<file path="src/rtl/fft_pkg.sv">
// Shared constants, read-FSM encoding and sample conversion for the FFT frame buffer.
package fft_pkg;

   localparam int N_POINTS = 8;
   localparam int DATA_W   = 8;
   localparam int IDX_W    = $clog2(N_POINTS);
   localparam int FRAME_W  = N_POINTS * DATA_W;

   typedef enum logic {
      RD_IDLE = 1'b0,
      RD_BUSY = 1'b1
   } rd_state_t;

   // Offset binary to two's complement is an MSB flip; raw mode passes through.
   function automatic logic [DATA_W-1:0] to_twos(input logic [DATA_W-1:0] s,
                                                 input logic offset_binary);
      if (offset_binary)
         return {~s[DATA_W-1], s[DATA_W-2:0]};
      else
         return s;
   endfunction

endpackage

</file>
<file path="src/rtl/fft_frame_buffer_if.sv">
// Sample-in / frame-out bundle between the ADC receiver, the frame buffer and stage 1.
// Handshake: i_Sample_DV and i_FFT_Done are single-cycle strobes with no back-pressure;
// o_Start is a single-cycle strobe and o_Data stays stable from o_Start until the next o_Start.
interface fft_frame_buffer_if;
   import fft_pkg::*;

   logic                  i_Sample_DV;
   logic [DATA_W-1:0]     i_Sample;
   logic                  i_FFT_Done;
   logic                  i_Clear_Ovf;
   logic                  o_Start;
   logic [FRAME_W-1:0]    o_Data;
   logic                  o_Busy;
   logic                  o_Overflow;
   rd_state_t             dbg_state;

   modport master (
      output i_Sample_DV, i_Sample, i_FFT_Done, i_Clear_Ovf,
      input  o_Start, o_Data, o_Busy, o_Overflow, dbg_state
   );

   modport slave (
      input  i_Sample_DV, i_Sample, i_FFT_Done, i_Clear_Ovf,
      output o_Start, o_Data, o_Busy, o_Overflow, dbg_state
   );

endinterface

</file>
<file path="src/rtl/fft_bank_regs.sv">
// One frame bank: N_POINTS x DATA_W registers, single write port, whole frame readable.
module fft_bank_regs
   import fft_pkg::*;
(
   input  logic               clk,
   input  logic               rst_l,
   input  logic               we,
   input  logic [IDX_W-1:0]   idx,
   input  logic [DATA_W-1:0]  data,
   output logic [FRAME_W-1:0] rd_data
);

   logic [DATA_W-1:0] mem [N_POINTS];

   // Clear the bank on reset, otherwise write one sample when enabled.
   always_ff @(posedge clk) begin
      if (!rst_l) begin
         for (int k = 0; k < N_POINTS; k++) mem[k] <= '0;
      end else if (we) begin
         mem[idx] <= data;
      end
   end

   // Flatten the bank so sample k sits at bits [k*DATA_W +: DATA_W].
   always_comb begin
      rd_data = '0;
      for (int k = 0; k < N_POINTS; k++) rd_data[k*DATA_W +: DATA_W] = mem[k];
   end

endmodule

</file>
<file path="src/rtl/fft_frame_buffer.sv">
// Ping-pong frame buffer: fills one bank from the ADC while the FFT reads the other,
// swapping banks and pulsing o_Start whenever a full frame can be handed over.
module fft_frame_buffer
   import fft_pkg::*;
#(
   parameter bit OFFSET_BINARY = 1'b1
) (
   input  logic               i_Clk,
   input  logic               i_Rst_L,
   fft_frame_buffer_if.slave  bus
);

   rd_state_t          state_q, state_d;
   logic [IDX_W-1:0]   wr_idx_q;
   logic               wr_bank_q, rd_bank_q;
   logic               pending_q, pending_d;
   logic               start_q;
   logic               ovf_q;
   logic               swap;
   logic               capture, drop, frame_done;
   logic [DATA_W-1:0]  cap_data;
   logic [FRAME_W-1:0] frame0, frame1;

   // A pending frame locks the write bank, so any sample arriving then is dropped.
   assign capture    = bus.i_Sample_DV & ~pending_q;
   assign drop       = bus.i_Sample_DV & pending_q;
   assign frame_done = capture && (wr_idx_q == IDX_W'(N_POINTS - 1));
   assign cap_data   = to_twos(bus.i_Sample, OFFSET_BINARY);

   fft_bank_regs u_bank0 (
      .clk     (i_Clk),
      .rst_l   (i_Rst_L),
      .we      (capture & ~wr_bank_q),
      .idx     (wr_idx_q),
      .data    (cap_data),
      .rd_data (frame0)
   );

   fft_bank_regs u_bank1 (
      .clk     (i_Clk),
      .rst_l   (i_Rst_L),
      .we      (capture & wr_bank_q),
      .idx     (wr_idx_q),
      .data    (cap_data),
      .rd_data (frame1)
   );

   // Read FSM: decide when to swap banks and when a completed frame must wait.
   always_comb begin
      state_d   = state_q;
      pending_d = pending_q;
      swap      = 1'b0;
      case (state_q)
         RD_IDLE: begin
            if (frame_done || pending_q) begin
               swap      = 1'b1;
               pending_d = 1'b0;
               state_d   = RD_BUSY;
            end
         end
         RD_BUSY: begin
            if (bus.i_FFT_Done) begin
               // A frame finishing in the same cycle as done is handed over directly.
               if (pending_q || frame_done) begin
                  swap      = 1'b1;
                  pending_d = 1'b0;
               end else begin
                  state_d = RD_IDLE;
               end
            end else if (frame_done) begin
               pending_d = 1'b1;
            end
         end
         default: state_d = RD_IDLE;
      endcase
   end

   // Registered control: FSM state, write pointer, bank selects, start pulse, overflow.
   always_ff @(posedge i_Clk) begin
      if (!i_Rst_L) begin
         state_q   <= RD_IDLE;
         wr_idx_q  <= '0;
         wr_bank_q <= 1'b0;
         rd_bank_q <= 1'b1;
         pending_q <= 1'b0;
         start_q   <= 1'b0;
         ovf_q     <= 1'b0;
      end else begin
         state_q   <= state_d;
         pending_q <= pending_d;
         start_q   <= swap;
         if (capture) wr_idx_q <= frame_done ? '0 : wr_idx_q + IDX_W'(1);
         if (swap) begin
            rd_bank_q <= wr_bank_q;
            wr_bank_q <= ~wr_bank_q;
         end
         if (drop)                 ovf_q <= 1'b1;
         else if (bus.i_Clear_Ovf) ovf_q <= 1'b0;
      end
   end

   assign bus.o_Start    = start_q;
   assign bus.o_Data     = rd_bank_q ? frame1 : frame0;
   assign bus.o_Busy     = (state_q == RD_BUSY);
   assign bus.o_Overflow = ovf_q;
   assign bus.dbg_state  = state_q;

endmodule

</file>
<file path="src/flat_wrapper.sv">
// flat-port wrapper written by rule: the top's interface ports become plain ports
module fft_frame_buffer_flat import fft_pkg::*;
#(
   parameter bit OFFSET_BINARY = 1'b1
)
  (i_Clk, i_Rst_L, bus_i_Sample_DV, bus_i_Sample, bus_i_FFT_Done, bus_i_Clear_Ovf, bus_o_Start, bus_o_Data, bus_o_Busy, bus_o_Overflow, bus_dbg_state);
  fft_frame_buffer_if bus_i ();
  input  logic i_Clk;
  input  logic i_Rst_L;
  input wire logic [$bits(bus_i.i_Sample_DV)-1:0] bus_i_Sample_DV;
  input wire logic [$bits(bus_i.i_Sample)-1:0] bus_i_Sample;
  input wire logic [$bits(bus_i.i_FFT_Done)-1:0] bus_i_FFT_Done;
  input wire logic [$bits(bus_i.i_Clear_Ovf)-1:0] bus_i_Clear_Ovf;
  output wire logic [$bits(bus_i.o_Start)-1:0] bus_o_Start;
  output wire logic [$bits(bus_i.o_Data)-1:0] bus_o_Data;
  output wire logic [$bits(bus_i.o_Busy)-1:0] bus_o_Busy;
  output wire logic [$bits(bus_i.o_Overflow)-1:0] bus_o_Overflow;
  output wire logic [$bits(bus_i.dbg_state)-1:0] bus_dbg_state;
  assign bus_i.i_Sample_DV = bus_i_Sample_DV;
  assign bus_i.i_Sample = bus_i_Sample;
  assign bus_i.i_FFT_Done = bus_i_FFT_Done;
  assign bus_i.i_Clear_Ovf = bus_i_Clear_Ovf;
  assign bus_o_Start = bus_i.o_Start;
  assign bus_o_Data = bus_i.o_Data;
  assign bus_o_Busy = bus_i.o_Busy;
  assign bus_o_Overflow = bus_i.o_Overflow;
  assign bus_dbg_state = bus_i.dbg_state;
  fft_frame_buffer #(.OFFSET_BINARY(OFFSET_BINARY)) u_core (.i_Clk(i_Clk), .i_Rst_L(i_Rst_L), .bus(bus_i));
endmodule
</file>
<file path="config.mk">
export PLATFORM = sky130hd
export DESIGN_NAME = fft_frame_buffer_flat
export DESIGN_NICKNAME = d
export VERILOG_FILES = /design/src/rtl/fft_pkg.sv /design/src/rtl/fft_frame_buffer_if.sv /design/src/rtl/fft_bank_regs.sv /design/src/rtl/fft_frame_buffer.sv /design/src/flat_wrapper.sv
export SDC_FILE = /design/constraint.sdc
export NUM_CORES = 1
export LEC_CHECK = 0
export BUFFER_PORTS_ARGS = -buffer_cell sky130_fd_sc_hd__buf_2
export CAP_MARGIN = 10
export CORE_ASPECT_RATIO = 1.1
export CORE_MARGIN = 3
export CORE_UTILIZATION = 36
export DETAILED_ROUTE_END_ITERATION = 8
export PLACE_DENSITY = 0.56
export SKIP_LAST_GASP = 1
export SYNTH_ARGS = -nofsm -noshare
export SYNTH_HDL_FRONTEND = slang
export SYNTH_HIERARCHICAL = 1
export SYNTH_SLANG_ARGS = --single-unit
</file>
<file path="constraint.sdc">
create_clock -name i_Clk -period 2.8 [get_ports i_Clk]
set_input_delay 0.28 -clock i_Clk [delete_from_list [all_inputs] [get_ports i_Clk]]
set_output_delay 0.28 -clock i_Clk [all_outputs]
set_load 0.01 [all_outputs]
</file>
==> results of run 1 <==
## report_power, final
group	total [mW]	switching, mW	internal, mW	leakage [nW]
registers	2.34	0.0271	2.31	1.40
logic	0.296	0.191	0.104	1.20
clock network	1.98	0.787	1.20	0.246
total	4.62	1.01	3.61	2.85
## worst max path at each step
stage / from / endpoint / slack [ns]
6_report: u_core/pending_q$_SDFFE_PN0P_ / u_core/u_bank1/mem[5][5]$_SDFFCE_PN0P_ / 0.64
5_1_grt: u_core/pending_q$_SDFFE_PN0P_ / u_core/u_bank1/mem[3][7]$_SDFFCE_PN0P_ / 0.54
4_1_cts: u_core/pending_q$_SDFFE_PN0P_ / u_core/u_bank1/mem[5][5]$_SDFFCE_PN0P_ / 0.71
2_1_floorplan: u_core/pending_q$_SDFFE_PN0P_ / u_core/u_bank0/mem[0][0]$_SDFFCE_PN0P_ / 0.82
3_5_place_dp: bus_i_Sample_DV / u_core/u_bank1/mem[5][4]$_SDFFCE_PN0P_ / 0.71
3_3_place_gp: bus_i_Sample_DV / u_core/u_bank1/mem[2][5]$_SDFFCE_PN0P_ / 0.78
## flip-flops by register name, indices dropped and copies added, names as in the netlist
name and cells:
u_core/bus.dbg_state 1, u_core/bus.o_Overflow 1, u_core/bus.o_Start 1, u_core/pending_q 1
u_core/rd_bank_q 1, u_core/u_bank0/mem 64, u_core/u_bank1/mem 64, u_core/wr_bank_q 1
u_core/wr_idx_q 3
## layer usage
metal,part of all wire (%),wire (µm),GRT usage (%),vias up
met5,0.085,13,0,-
met4,1.5,224,6.744,2
met3,5.7,875,3.967,16
met2,50,7669,27.17,113
met1,43,6526,20.64,1894
li1,-,-,-,1828
## logic make-up after synthesis
family | Yosys count | share of synthesized area [%]
DFF | 137 | 64.08
adders and majority gates | 2 | 0.3984
and+or+nand+nor | 191 | 17.19
muxes | 65 | 11.64
buffers and inverters | 33 | 4.383
AOI/OAI and AO/OA | 25 | 2.311
## worst max-delay path: stages, from the launching register on
cell and delay, ns:
sky130_fd_sc_hd__dfxtp_1 0.34, sky130_fd_sc_hd__and2b_2 0.26, sky130_fd_sc_hd__and2_1 0.53, sky130_fd_sc_hd__nand2_1 0.22, sky130_fd_sc_hd__o21ai_0 0.26, sky130_fd_sc_hd__buf_4 0.23
## cell type report
cell class	instances	area [µm²]
Timing Repair Buffer	106	608.1
Clock inverter	11	82.58
Tap cell	234	292.8
Multi-Input combinational cell	283	1983
Clock buffer	20	436.7
Sequential cell	137	4025
Fill cell	1576	9647
Inverter	1	3.754
## synth_stat cells, drive strengths merged, types with 2 or more instances
library cell	instances
nand4b	16
nand2b	8
or2	2
nand2	8
nor2b	2
buf	31
nand4	16
ha	2
mux2	64
nand3	2
a21boi	5
edfxtp	128
dfxtp	9
nor2	130
o21ai	18
and3	2
## metrics by stage
| stage | instance area, µm² | cells |
|---|---|---|
| 2_1_floorplan | 6280 | 453 |
| 3_3_place_gp | 6913 | 761 |
| 3_5_place_dp | 6913 | 761 |
| 4_1_cts | 7432 | 792 |
| 5_1_grt | 7432 | 792 |
| 6_report | 7432 | 792 |
==> results.toml, run 1 <==
[outcome]
status = "complete, no violations"

[drt]
average_wire_per_cell_in_the_routed_design_um = 19.33
wirelength_um = 15310
detail_route.iter0.violations = 362
viasPerCell = 4.865
route.antenna.remaining_nets = 0
drt-pass1-iter-count = 5
total_via_count_after_detailed_routing = 3853
route.detailed.drc = 0

[clock_tree]
cts-root-buf = "sky130_fd_sc_hd__clkbuf_16"
cts.hold.buffers_added = 0
clock_path_buffers = 2
worst_setup_hold_path_clk_slew_ns = 0.06
post_cts_resize_count = 0
clock_insertion_delay_worst_skew_ns = 0.41
htree_levels = 4
cts_setup_buffers = 0
clock-sinks = 137
num_cts_buffers = 17
tritoncts_clock_tree = "done"

[global_routing]
grt_usage_pct = 16.33
grt_remaining_overflow = 0
grt_max_degree = 58
via_count_of_the_first_global_routing_pass = 3969
initial_antenna_violation_count = 1
grt_first_pass_wirelength_um = 23120

[sta]
final-setup-viol-count = 0
clock.fmax_mhz = 462.6
setup_slack_ns = 0.6383
min_period_ns = 2.162
clock_tree_skew_after_final_layout_ns = 0.01172
max-slew-margin-rel_pct = 47.01
hold_ws_ns = 0.1334
rsz_0062_raised_after_global_routing = "no"
totalNegativeSetupSlack_ns = 0
tightest_slew_ns = 0.7949
final-max-slew-violation-count = 0
timing.final.hold_violations = 0
finalCritPeriodShare_pct = 77.20

[min_path]
timing.hold.worst.class = "input port to register"
holdPathStages = 3
whs_endpoint = "u_core/bus.o_Overflow$_SDFFE_PN0P_"
worst_hold_startpoint = "bus_i_Clear_Ovf"

[layout]
layout.cells.most_common_list = "sky130_fd_sc_hd__nor2_1 (129), sky130_fd_sc_hd__edfxtp_1 (128), sky130_fd_sc_hd__buf_2 (80), sky130_fd_sc_hd__mux2_2 (64), sky130_fd_sc_hd__buf_4 (25)"
fin_nets = 561
antenna-diode-count = 0
areaGrowthSynthToFinish_pct = 18.35
layout.core_utilization_pct = 43.52
final_common_cell = "sky130_fd_sc_hd__nor2_1"
final_layout_size_suffix_gt1_share_pct = 37.99

[floorplanning]
design.die.area_mm2 = 0.01907
io_pins = 81
chipWidth_um = 131.9
initial_utilization_pct = 36.77
row_count = 50
die_h_um = 144.5
core_region_area_mm2 = 0.01708

[pwr]
power.static_leakage_nw = 2.849
power.density_mw_per_mm2 = 621.6
total_power_mw = 4.619
ir_worst_vdd_v = 0.0004153

[placed_design]
globalplace.congestion = 0.8390
buffer_ports.inserted = 80
detailed_place_hpwl_um = 10550
preCtsSetupSlack_ns = 0.7085

[yosys]
synth-async-reset-ratio_pct = 0
synth_area_leaders = "sky130_fd_sc_hd__edfxtp_1 (61%), sky130_fd_sc_hd__mux2_2 (11%), sky130_fd_sc_hd__nor2_1 (7.8%), sky130_fd_sc_hd__dfxtp_1 (2.9%), sky130_fd_sc_hd__nand4_4 (2.7%)"
netlist_instances = 453
syn_area_per_cell_um2 = 13.86
synth_flop_cell = "sky130_fd_sc_hd__edfxtp_1"
post-synth-top-area-cell = "sky130_fd_sc_hd__edfxtp_1"
synth-seq-area-share_pct = 64.08
synth.distinct_cells = 34
mappedNetlistArea_mm2 = 0.006280
yosys_warnings = 6
synthesis.nets = 468
netlist.area_leader.share_pct = 61.21
synth-seq-cells = 137
count_of_flip_flops_with_a_built_in_enable_after_synthesis = 128

[job]
cap_viol_max_count = 0

[critical_path]
required_ns = 2.91
path_class = "register to register"
rr_endpoint = "u_core/u_bank1/mem[5][5]$_SDFFCE_PN0P_"
worstRegToRegCells = 5
critPathCaptureType = "register"
reg2reg_setup_slack_ns = 0.64
worstPathArrival_ns = 2.27
path_max_fanout = 18
timing.rr.start = "u_core/pending_q$_SDFFE_PN0P_"
crit_path_start_kind = "register"
No activity file was read; power rests on OpenSTA's default activity.
==> run 2: changes to the inputs <==
--- a/config.mk
+++ b/config.mk
@@ -5,13 +5,14 @@
 export SDC_FILE = /design/constraint.sdc
 export NUM_CORES = 1
 export LEC_CHECK = 0
+export ABC_AREA = 1
 export BUFFER_PORTS_ARGS = -buffer_cell sky130_fd_sc_hd__buf_2
 export CAP_MARGIN = 10
 export CORE_ASPECT_RATIO = 1.1
 export CORE_MARGIN = 3
 export CORE_UTILIZATION = 36
 export DETAILED_ROUTE_END_ITERATION = 8
-export PLACE_DENSITY = 0.56
+export PLACE_DENSITY = 0.58
 export SKIP_LAST_GASP = 1
 export SYNTH_ARGS = -nofsm -noshare
 export SYNTH_HDL_FRONTEND = slang
==> constraint.sdc (replaced) <==
create_clock -name i_Clk -period 1.8 [get_ports i_Clk]
set_input_delay 0.18 -clock i_Clk [delete_from_list [all_inputs] [get_ports i_Clk]]
set_output_delay 0.18 -clock i_Clk [all_outputs]
set_load 0.01 [all_outputs]
==> run 2 against run 1 <==
Net effect:
- clock skew decreased by 0.00062 ns
- die area decreased by 2.4%
- flip-flop and latch count unchanged
- design area increased by 3.9%
- final cell count decreased by 0.38%
- utilization increased by 3.3 points
- worst hold slack got worse by 0.098 ns
- combinational power increased by 44%
- global-route usage decreased by 0.11 points
- via count decreased by 1.3%
- critical endpoint is now u_core/u_bank0/mem[6][0]$_SDFFCE_PN0P_
- highest routed layer is now met4
==> results.toml, run 2 <==
[yosys]
synthXorXnorAreaFrac_pct = 0
post-synth-top-area-cell = "sky130_fd_sc_hd__edfxtp_1"
dominant_combinational_cell_family_by_area_after_synthesis = "simple AND/OR/NAND/NOR gates"
synth-seq-cells = 137
synth-seq-area-share_pct = 65.74
synth-async-reset-ratio_pct = 0
synth-compound-area-share_pct = 0.4906
netlist_instances = 449
yosysMostFrequentCell = "sky130_fd_sc_hd__nor2_1"
synth.distinct_cells = 17
synth.top_cells.by_count = "sky130_fd_sc_hd__nor2_1 (142), sky130_fd_sc_hd__edfxtp_1 (128), sky130_fd_sc_hd__mux2_4 (49), sky130_fd_sc_hd__inv_1 (33), sky130_fd_sc_hd__nand2_1 (28)"
arithmetic_cell_share_of_the_synthesized_area_counting_full_adders_half_adders_and_majority_gates_pct = 0.4088
synth_flop_cell = "sky130_fd_sc_hd__edfxtp_1"
yosys_warnings = 6
muxShareOfSynthArea_pct = 14.78
synth_simple_gate_area_share_pct = 14.88
netlist.area_leader.share_pct = 62.80
synthesis.nets = 464
synth_area_leaders = "sky130_fd_sc_hd__edfxtp_1 (63%), sky130_fd_sc_hd__mux2_4 (12%), sky130_fd_sc_hd__nor2_1 (8.7%), sky130_fd_sc_hd__nand2_4 (3.3%), sky130_fd_sc_hd__dfxtp_1 (2.9%)"
count_of_flip_flops_with_a_built_in_enable_after_synthesis = 128
syn_area_per_cell_um2 = 13.63
mappedNetlistArea_mm2 = 0.006121

[floorplanning]
die_h_um = 142.8
initial_utilization_pct = 37.11
row_count = 49
core_region_area_mm2 = 0.01649
chipWidth_um = 130.3
io_pins = 81
design.die.area_mm2 = 0.01861

[sta]
final-max-slew-violation-count = 0
rsz_0062_raised_after_global_routing = "yes"
final-setup-viol-count = 0
clock_tree_skew_after_final_layout_ns = 0.01110
hold_ws_ns = 0.03527
finalCritPeriodShare_pct = 99.49
timing.final.hold_violations = 0
clock.fmax_mhz = 558.4
totalNegativeSetupSlack_ns = 0
tightest_slew_ns = 0.5704
min_period_ns = 1.791
max-slew-margin-rel_pct = 61.93

[clock_tree]
cts-root-buf = "sky130_fd_sc_hd__clkbuf_16"
num_cts_buffers = 17
clock_path_buffers = 2
clock_insertion_delay_worst_skew_ns = 0.42
clock-sinks = 137
worst_setup_hold_path_clk_slew_ns = 0.05
tritoncts_clock_tree = "done"
htree_levels = 4

[critical_path]
setup.worst_path.start = "u_core/pending_q$_SDFFE_PN0P_"
timing.rr.start = "u_core/pending_q$_SDFFE_PN0P_"
critPathCaptureType = "register"
path_class = "register to register"
worstPathArrival_ns = 1.90
worstRegToRegCells = 8
path_max_fanout = 8
crit_path_start_kind = "register"
required_ns = 1.91

[global_routing]
grt_first_pass_wirelength_um = 21710
grt_remaining_overflow = 0
grt_usage_pct = 16.22
initial_antenna_violation_count = 0
grt_max_degree = 26
via_count_of_the_first_global_routing_pass = 3838

[layout]
antenna-diode-count = 0
final_layout_size_suffix_gt1_share_pct = 41.88
areaGrowthSynthToFinish_pct = 26.14
layout.core_utilization_pct = 46.82
final_common_cell = "sky130_fd_sc_hd__nor2_1"
largestRegisters = "u_core/u_bank0/mem (64), u_core/u_bank1/mem (64), u_core/wr_idx_q (3)"
layoutNonFillerInstCount = 789
fin_nets = 587
layout.cells.most_common_list = "sky130_fd_sc_hd__nor2_1 (142), sky130_fd_sc_hd__edfxtp_1 (128), sky130_fd_sc_hd__buf_2 (80), sky130_fd_sc_hd__mux2_4 (49), sky130_fd_sc_hd__inv_1 (33)"

[drt]
wirelength_um = 15040
drt-pass1-iter-count = 7
viasPerCell = 4.819
total_via_count_after_detailed_routing = 3802
detail_route.iter0.violations = 332
route.detailed.drc = 0
average_wire_per_cell_in_the_routed_design_um = 19.06
route.antenna.remaining_nets = 0

[placed_design]
buffer_ports.inserted = 80
post-place-cells = 743
globalplace.congestion = 0.7581
detailed_place_hpwl_um = 9847

[min_path]
worst_hold_startpoint = "bus_i_Sample_DV"
holdPathStages = 3
timing.hold.worst.class = "input port to register"

[pwr]
power.density_mw_per_mm2 = 1008
ir_worst_vdd_v = 0.0006356
power.static_leakage_nw = 3.622
total_power_mw = 7.785

[outcome]
status = "complete, no violations"

[job]
cap_viol_max_count = 0
run 2: cells by family (layout without fill, tap and decap cells):
family                   Yosys count  count (layout)
multiplexers                      64              64
flip-flops                       137             137
AND/OR/NAND/NOR                  197             197
adder cells (fa/ha/maj)            2               2
AO/OA/AOI/OAI                      6               6
buffers and inverters             43             179
run 2: final timing paths:
| kind | slack (ns) | to |
|---|---|---|
| max | 0.009 | u_core/u_bank0/mem[6][0]$_SDFFCE_PN0P_ |
| min | 0.04 | u_core/bus.o_Overflow$_SDFFE_PN0P_ |
| max reg2reg | 0.009 | u_core/u_bank0/mem[6][0]$_SDFFCE_PN0P_ |
| min reg2reg | 0.46 | u_core/bus.o_Overflow$_SDFFE_PN0P_ |
run 2: layer usage:
metal / global-route usage [%] / vias to the layer above / wire, µm
li1: - / 1783 / -
met1: 20.54 / 1865 / 6423
met2: 26.69 / 130 / 7351
met3: 4.078 / 24 / 897
met4: 6.346 / 0 / 363
met5: 0 / - / 0
run 2: final cells by class:
type	instances	area, µm²
fill	1484	8771
sequential	137	4028
multi-input combinational	269	1908
timing repair buffer	114	773.2
clock buffer	18	429.2
tap	204	255.2
clock inverter	14	203.9
inverter	33	123.9
run 2: critical path, cell delays in order (launching register included):
cell and delay [ns]:
sky130_fd_sc_hd__dfxtp_1 0.31, sky130_fd_sc_hd__inv_1 0.06, sky130_fd_sc_hd__nand2_1 0.12, sky130_fd_sc_hd__nor2_1 0.21, sky130_fd_sc_hd__nand2_4 0.09, sky130_fd_sc_hd__nor2_4 0.27
sky130_fd_sc_hd__buf_4 0.18, sky130_fd_sc_hd__nand2_4 0.04, sky130_fd_sc_hd__nand2_2 0.18
run 2: power by group:
group | leakage, nW | internal, mW | switching, mW | total [mW]
Sequential | 1.40 | 3.60 | 0.0525 | 3.65
Combinational | 1.91 | 0.144 | 0.281 | 0.425
Clock | 0.311 | 2.44 | 1.27 | 3.71
run 2: per-stage QoR:
step	cell area, µm²	setup WS [ns]
after floorplan	6121	0.2401
after global placement	6853	0.07754
after detailed placement	6853	0.03068
after CTS	7513	-0.03541
after global routing	7721	-0.08614
final	7721	0.009218
run 2: repair_timing:
item	CTS	global route
gates resized for setup	1	14
endpoints found under the setup margin	58	150
setup buffers	2	8
pin swaps	0	2
hold endpoints to repair	1	0
cloned	0	3
hold buffers	1	0
==> run 3: changes to the inputs <==
--- a/config.mk
+++ b/config.mk
@@ -9,9 +9,9 @@
 export BUFFER_PORTS_ARGS = -buffer_cell sky130_fd_sc_hd__buf_2
 export CAP_MARGIN = 10
 export CORE_ASPECT_RATIO = 1.1
-export CORE_MARGIN = 3
 export CORE_UTILIZATION = 36
 export DETAILED_ROUTE_END_ITERATION = 8
+export MAX_ROUTING_LAYER = met4
 export PLACE_DENSITY = 0.58
 export SKIP_LAST_GASP = 1
 export SYNTH_ARGS = -nofsm -noshare
==> run 3 against run 2 <==
Net effect:
- non-clock buffer count shrank 2
- clock power increased by 2%
- flip-flop and latch count stayed put
- utilization decreased by 0.16 points
- count of clock-buffer cells in the layout fell by 1
- die area fell by 5.8%
- combinational power fell by 1%
- worst hold slack improved by 0.012 ns
- global-route usage up 1.3 points
- sequential share of layout area is 0.18 points higher
==> results.toml, run 3 (synthesized netlist as in run 2, its figures left out) <==
[sta]
tightest_slew_ns = 0.5976
rsz_0062_raised_after_global_routing = "yes"
hold_ws_ns = 0.04690
final-setup-viol-count = 0
max-slew-margin-rel_pct = 60.11
min_period_ns = 1.771
timing.final.hold_violations = 0
finalCritPeriodShare_pct = 98.39
clock_tree_skew_after_final_layout_ns = 0.01333
setup_slack_ns = 0.02898
final-max-slew-violation-count = 0
clock.fmax_mhz = 564.6

[global_routing]
initial_antenna_violation_count = 0
grt_usage_pct = 17.50
grt_max_degree = 22
via_count_of_the_first_global_routing_pass = 3673
grt_remaining_overflow = 0
grt_first_pass_wirelength_um = 21450

[layout]
largestRegisters = "u_core/u_bank0/mem (64), u_core/u_bank1/mem (64), u_core/wr_idx_q (3)"
area_occupied_by_registers_mm2 = 0.004028
multi_input_area_mm2 = 0.001903
layout.cells.most_common_list = "sky130_fd_sc_hd__nor2_1 (142), sky130_fd_sc_hd__edfxtp_1 (128), sky130_fd_sc_hd__buf_2 (80), sky130_fd_sc_hd__mux2_4 (49), sky130_fd_sc_hd__inv_1 (33)"
antenna-diode-count = 0
layoutNonFillerInstCount = 787
final_common_cell = "sky130_fd_sc_hd__nor2_1"
fin_nets = 585
final.fill_count = 1452
areaGrowthSynthToFinish_pct = 25.72
layout.core_utilization_pct = 46.66
final_layout_size_suffix_gt1_share_pct = 41.68

[critical_path]
worstPathArrival_ns = 1.59
path_max_fanout = 21
critPathCaptureType = "output pin"
critPathMaxStageDelay_ns = 0.40
crit_slowest_cell = "sky130_fd_sc_hd__dfxtp_4"
crit_path_start_kind = "register"
required_ns = 1.62
crit_path_cell_trace = "buf_12 > buf_16 > mux2_4 > buf_2"
reg2reg_setup_slack_ns = 0.09
path_class = "register to output pin"

[outcome]
status = "complete, no violations"

[drt]
route.detailed.drc = 0
drt-pass1-iter-count = 5
total_via_count_after_detailed_routing = 3762
average_wire_per_cell_in_the_routed_design_um = 18.24
route.antenna.remaining_nets = 0
detail_route.iter0.violations = 336
viasPerCell = 4.780
wirelength_um = 14360

[job]
cap_viol_max_count = 0

[pwr]
power_frac_clock_pct = 48.1
ir_worst_vdd_v = 0.0006043
combPwrFrac_pct = 5.3
switch_pwr_mw = 1.638
switching_share_of_power_pct = 20.90
power.static_leakage_nw = 3.609
p_seq_share_pct = 46.6
cell_internal_pwr_mw = 6.198
power.density_mw_per_mm2 = 1018

[clock_tree]
clock_path_buffers = 2
tritoncts_clock_tree = "done"
num_cts_buffers = 17
htree_levels = 4
clock-sinks = 137
clock_insertion_delay_worst_skew_ns = 0.41
cts-root-buf = "sky130_fd_sc_hd__clkbuf_16"
worst_setup_hold_path_clk_slew_ns = 0.06

[floorplanning]
die_h_um = 138.8
initial_utilization_pct = 37.11
io_pins = 81
chipWidth_um = 126.3
design.die.area_mm2 = 0.01753
row_count = 49
core_region_area_mm2 = 0.01649

[placed_design]
post-place-cells = 746
globalplace.congestion = 0.8070
buffer_ports.inserted = 80
preCtsSetupSlack_ns = 0.03671
detailed_place_hpwl_um = 9670

[min_path]
timing.hold.worst.class = "input port to register"
[run 3: per-layer routing]
metal / vias to the layer above / routed length, µm / part of all wire, % / GRT usage, %
met5: - / 0 / 0 / -
li1: 1777 / - / - / -
met2: 162 / 7034 / 49 / 27.19
met4: 0 / 126 / 0.88 / 4.946
met3: 10 / 1023 / 7.1 / 4.051
met1: 1813 / 6173 / 43 / 22.89
[run 3: final cells by class]
type | instances | area share, %
Clock inverter | 15 | 2.927
Timing Repair Buffer | 112 | 9.545
Tap cell | 204 | 3.317
Clock buffer | 17 | 5.528
Inverter | 33 | 1.610
Multi-Input combinational cell | 269 | 24.73
Sequential cell | 137 | 52.34
[run 3: path summary, 6_finish.rpt]
check | cells after the start | startpoint | endpoint
setup reg to reg | 7 | u_core/pending_q$_SDFFE_PN0P_ | u_core/u_bank0/mem[3][2]$_SDFFCE_PN0P_
hold reg to reg | 2 | u_core/bus.o_Overflow$_SDFFE_PN0P_ | u_core/bus.o_Overflow$_SDFFE_PN0P_
hold / removal | 3 | bus_i_Sample_DV | u_core/bus.o_Overflow$_SDFFE_PN0P_
setup / recovery | 4 | u_core/rd_bank_q$_SDFFE_PN1P_ | bus_o_Data[41]
[run 3: through the flow]
step           power (mW)  cell area [µm²]  TNS, ns
6_report            7.836             7695        0
5_1_grt             8.069             7695  -0.8092
4_1_cts             7.898             7599        0
2_1_floorplan       3.937             6121        0
3_5_place_dp        4.129             6888        0
3_3_place_gp        4.121             6888        0
[run 3: repair_timing]
action / 4_1_cts / 5_1_grt
gates cloned: 0 / 1
endpoints found under the hold margin: 1 / 0
endpoints found under the setup margin: 34 / 149
gates resized for setup: 1 / 15
setup buffers: 5 / 2
pin swaps: 0 / 1
hold buffers: 1 / 0
[run 3: power groups by stage]
stage | logic, mW | registers (mW) | clock network, mW
6_report | 0.419 | 3.65 | 3.77
5_1_grt | 0.452 | 3.66 | 3.96
4_1_cts | 0.417 | 3.65 | 3.83
3_5_place_dp | 0.414 | 3.72 | 0
3_3_place_gp | 0.408 | 3.71 | 0
2_1_floorplan | 0.248 | 3.69 | 0
[run 3: worst max-delay path, delay by kind of cell, from the launching register on]
family | cells | cell delay [ns]
flops | 1 | 0.40
mux | 1 | 0.33
buf+inv | 3 | 0.44
